### src/rtl/chunked_serial_subtractor.sv
// Multi-cycle unsigned subtractor: W bits per clock, LSB chunk first, with a registered
// borrow rippling between chunks. Valid/ready handshake on both the input and output side.
module chunked_serial_subtractor #(
  parameter int N = 56,
  parameter int W = 8
) (
  input  logic         clk,
  input  logic         rst,
  input  logic         in_valid,
  output logic         in_ready,
  input  logic [N-1:0] a,
  input  logic [N-1:0] b,
  input  logic         bin,
  output logic         out_valid,
  input  logic         out_ready,
  output logic [N-1:0] d,
  output logic         bout,
  output logic         busy
);

  localparam int NCH = N / W;
  localparam int CW  = (NCH > 1) ? $clog2(NCH) : 1;

  if ((W < 1) || (N % W != 0)) begin : g_bad_chunk_width
    $error("chunked_serial_subtractor: N must be a positive multiple of W");
  end

  typedef enum logic [1:0] {
    S_IDLE,
    S_RUN,
    S_DONE
  } state_t;

  state_t                  r_state;
  state_t                  w_state_next;
  logic [NCH-1:0][W-1:0]   r_a;
  logic [NCH-1:0][W-1:0]   r_b;
  logic [NCH-1:0][W-1:0]   r_d;
  logic                    r_br;
  logic                    r_bout;
  logic [CW-1:0]           r_cnt;

  logic                    w_accept;
  logic                    w_last;
  logic [W:0]              w_diff;

  assign w_accept = in_valid && in_ready;
  assign w_last   = (r_cnt == CW'(NCH - 1));

  // Extra top bit of the W+1-bit difference is the chunk's borrow-out.
  assign w_diff = {1'b0, r_a[r_cnt]} - {1'b0, r_b[r_cnt]} - {{W{1'b0}}, r_br};

  // NOTE: sequential state uses non-blocking assignments so every register samples
  // pre-edge values; blocking here would create order-dependent simulation races.
  always_ff @(posedge clk or posedge rst) begin
    if (rst) begin
      r_state <= S_IDLE;
    end else begin
      r_state <= w_state_next;
    end
  end

  // NOTE: the default assignment first means every path drives w_state_next, so
  // no latch is inferred when a case branch leaves it untouched.
  always_comb begin
    w_state_next = r_state;
    case (r_state)
      S_IDLE:  if (w_accept)  w_state_next = S_RUN;
      S_RUN:   if (w_last)    w_state_next = S_DONE;
      S_DONE:  if (out_ready) w_state_next = S_IDLE;
      default:                w_state_next = S_IDLE;
    endcase
  end

  // NOTE: operand and result registers are plain flops, not a RAM, so clearing them
  // on reset costs nothing and guarantees d/bout read zero after an abort.
  always_ff @(posedge clk or posedge rst) begin
    if (rst) begin
      r_a    <= '0;
      r_b    <= '0;
      r_d    <= '0;
      r_br   <= 1'b0;
      r_bout <= 1'b0;
      r_cnt  <= '0;
    end else begin
      case (r_state)
        S_IDLE: begin
          if (w_accept) begin
            r_a   <= a;
            r_b   <= b;
            r_br  <= bin;
            r_cnt <= '0;
          end
        end
        S_RUN: begin
          r_d[r_cnt] <= w_diff[W-1:0];
          r_br       <= w_diff[W];
          r_cnt      <= r_cnt + 1'b1;
          if (w_last) begin
            r_bout <= w_diff[W];
          end
        end
        default: ;
      endcase
    end
  end

  // Held low during reset so nothing can be accepted by an edge that races rst release.
  assign in_ready  = (r_state == S_IDLE) && !rst;
  assign out_valid = (r_state == S_DONE);
  assign busy      = (r_state != S_IDLE);
  assign d         = r_d;
  assign bout      = r_bout;

endmodule

### config.mk
export PLATFORM = sky130hd
export DESIGN_NAME = chunked_serial_subtractor
export DESIGN_NICKNAME = d
export VERILOG_FILES = /design/src/rtl/chunked_serial_subtractor.sv
export SDC_FILE = /design/constraint.sdc
export NUM_CORES = 1
export LEC_CHECK = 0
export ABC_AREA = 1
export CAP_MARGIN = 10
export CORE_MARGIN = 10
export CORE_UTILIZATION = 45
export DETAILED_ROUTE_END_ITERATION = 10
export MAX_ROUTING_LAYER = met4
export PLACE_DENSITY = 0.72
export SLEW_MARGIN = 20
export SYNTH_ARGS = -nofsm -noshare
export SYNTH_HDL_FRONTEND = slang
export SYNTH_SLANG_ARGS = --single-unit
### constraint.sdc
create_clock -name clk -period 7.9 [get_ports clk]
set_input_delay 1.185 -clock clk [delete_from_list [all_inputs] [get_ports clk]]
set_output_delay 1.185 -clock clk [all_outputs]
set_load 0.01 [all_outputs]
==> summary.md <==
| Metric | Value |
|---|---|
| Status | `complete, no violations` |
| CTS HTree Levels | `4` |
| Initial core utilization | `0.462` |
| Reg clk slew, reported paths | `0.07 ns` |
| Clk_lat worst skew | `0.44 ns` |
| First-pass GRT wire length | `34.7 mm` |
| Startpoint Class | `flip-flop` |
| 1st-pass router iterations | `5` |
| Worst slew margin | `0.294` |
| Share of the synthesized area in the top cell type | `0.544` |
| CTS Root Cell | `clkbuf_16` |
| HPWL Detailed | `15.4 mm` |
| Setup TNS | `0 ns` |
| CP delay by family, top | `simple AND/OR/NAND/NOR gates` |
| Final slew viol count | `0` |
| Synth Area in Compound Gates | `0.113` |
| # setup viols final | `0` |
| Worst Path Buf+Inv | `3` |
| Core footprint | `17,400 µm²` |
| WL/cell | `18.2 µm` |
| # DRC | `0` |
| Worst-path fanout max | `21` |
| Lkg Pwr | `4.79 nW` |
| Post-CTS Setup Inserts | `0` |
| CP required | `8.20 ns` |
| Worst setup EP type | `flip-flop` |
| Xor/xnor share of the synthesized area | `0.00311` |
| Synthesized net count | `907` |
| Max VDD drop | `0.327 mV` |
| Period utilization | `0.503` |
| Share of layout cells above drive strength 1 | `0.163` |
| Max-cap viol count | `0` |
| Overall Global Routing Usage | `0.189` |
| Vias | `6,065` |
| Most frequent CP cell | `nand2_1` |
| Vias in the first global route | `6,465` |
| Hold violation count in the final report | `0` |
| Crit path cell chain | `inv_1 -> nor2_2 -> inv_1 -> a21oi_1 -> o21ai_0 -> o21ai_0 -> fa_1 -> inv_1 -> fa_1 -> o21ai_2 -> nand2_1 -> nand2_1 -> nand2_1 -> nand2_1 -> nand2_1 -> xnor2_2 -> o21ai_0` |
| Clk_skew | `0.0132 ns` |
| Worst hold path type | `flip-flop to flip-flop` |
| Synth warnings | `0` |
| CTS tree | `done` |
| Fin cells | `1,176` |
| Top-level I/O count | `177` |
| Yosys top cell by area | `dfrtp_1` |
| Drt initial violations | `418` |
| Total Wirelength | `21.4 mm` |
| Area of the die | `23,600 µm²` |
| Inserted Clock Buffers | `17` |
| Rows | `48` |
| Syn Area/Cell | `10.4 µm²` |
| Critical path's slowest cell | `nor2_2` |
| Arrival time at the worst endpoint | `4.28 ns` |
| Worst-margin pin slew | `1.06 ns` |
| # fillers | `1,461` |
| GPL Wtd Cong | `0.828` |
| Fmax | `252 MHz` |
| Synth area leaders | `dfrtp_1 (54%), mux2_2 (12%), nand2_1 (6.1%)` |
| Synth unique cells | `35` |
| Initial antenna violation count | `1` |
| Cells after synthesis | `774` |
| CP peak stage delay | `0.75 ns` |
| Routed Antenna Nets | `0` |
| Post-synthesis mux area share | `0.116` |
| DR vias/cell | `5.16` |
| Pwr dens | `544 nW/µm²` |
| Pin count of the biggest net entering global routing | `108` |
| Post-Synth Adder-Cell Area | `0.0267` |
| RSZ-0062 raised after global routing | `false` |
| Die X | `154 µm` |
| Sequential share of the synthesized area | `0.544` |
| Simple-gate area share of the yosys netlist | `0.122` |
| I/O Buffers | `176` |
| Post-placement cell count | `1,143` |
| Tmin final | `3.97 ns` |
| Critical path class | `flip-flop to flip-flop` |
| Hold_buf cts | `0` |
| Number of synthesized register bits | `175` |
| Post-cts resize count | `0` |
| Largest family of logic cells by synthesized area | `simple AND/OR/NAND/NOR gates` |
| Gr ovfl total | `0` |
| Clock Sinks | `175` |
| Chip height | `154 µm` |
| Clk buf depth | `2` |
| Layout area overhead | `30.7%` |
| NumNets Final | `1,070` |
| Mapped Area | `8050 µm²` |
[cell usage after synthesis]
library cell	count
dfrtp_1	175
nand2_1	131
mux2_2	83
inv_1	74
o21ai_0	43
nor2_1	41
a21oi_1	39
o21ai_1	29
nand3_1	26
a221oi_1	21
buf_6	15
ha_1	14
buf_2	10
a211oi_1	9
nor2_4	8
o22ai_1	8
nand2_2	7
clkbuf_1	6
buf_4	5
inv_2	5
nor2_2	4
o21ai_2	3
a31oi_1	2
fa_1	2
inv_4	2
nand2_4	2
nand4_1	2
a21o_1	1
buf_1	1
clkinv_1	1
nand3_2	1
nor3_1	1
o31ai_1	1
xnor2_2	1
xor2_1	1
[area by class of cell]
type	count	area, µm²	area share
Sequential cell	175	4380	0.416
Multi-Input combinational cell	480	3080	0.292
Timing Repair Buffer	181	1800	0.171
Clock buffer	20	457	0.0434
Inverter	82	318	0.0302
Tap cell	225	282	0.0268
Clock inverter	12	205	0.0195
Antenna cell	1	2.50	0.000238
[power breakdown]
part,switching (mW),internal [mW]
Clock,0.359,0.581
Sequential,0.237,1.35
Combinational,2.00,1.20
[registers in the layout, indices dropped and copies added, names as in the netlist]
| register | count |
|---|---|
| r_cnt | 3 |
| r_a | 56 |
| bout | 1 |
| r_br | 1 |
| r_state | 2 |
| r_b | 56 |
| d | 56 |
[path summary, 6_finish.rpt]
check                      startpoint          to  slack (ns)  depth (start not counted)
setup / recovery             r_cnt[2]       d[54]        3.93                         17
hold / removal                  d[10]       d[10]        0.47                          2
setup reg to reg             r_cnt[2]       d[54]        3.93                         17
hold reg to reg                 d[10]       d[10]        0.47                          2
max in group asynchronous         rst      r_b[5]        5.04                          3
min in group asynchronous         rst  r_state[0]        1.43                          2
[cell usage in the layout (no fill, tap or decap), drive strengths merged, types with 8 or more instances in the layout]
master and count:
a211oi 9, a21oi 39, a221oi 21, clkbuf 20, clkdlybuf4s50 176, dfrtp 175, ha 14, inv 84
mux2 83, nand2 140, nand3 27, nor2 53, o21ai 75, o22ai 8
[routing by layer]
metal	up-vias	routed length [µm]	global-route usage
li1	2930	-	-
met1	2919	9540	0.235
met2	198	10200	0.294
met3	18	1480	0.0558
met4	0	255	0.0513
met5	-	0	-
[kinds of logic after synthesis]
kind of cell	Yosys count
adder cells (fa/ha/maj)	16
buffers and inverters	119
flip-flops	175
multiplexers	83
AND/OR/NAND/NOR	223
AO/OA/AOI/OAI	156
XOR/XNOR	2
[through the flow]
step / worst slack [ns] / utilization / hold slack, ns / instance area (µm²) / power (mW)
after floorplan: 1.97 / - / 0.474 / 8050 / 3.71
after global placement: 4.05 / 0.566 / 0.455 / 9850 / 4.72
after detailed placement: 3.87 / 0.566 / 0.462 / 9850 / 4.81
after CTS: 3.87 / 0.604 / 0.478 / 10500 / 5.78
after global routing: 3.56 / 0.604 / 0.504 / 10500 / 6.24
final: 3.93 / 0.604 / 0.475 / 10500 / 5.72
[worst min-delay path, delay by kind of cell (launching register included)]
family / cells / cell delay, ns
flops: 1 / 0.35
simple gates: 2 / 0.09
No activity file was read; power rests on OpenSTA's default activity.
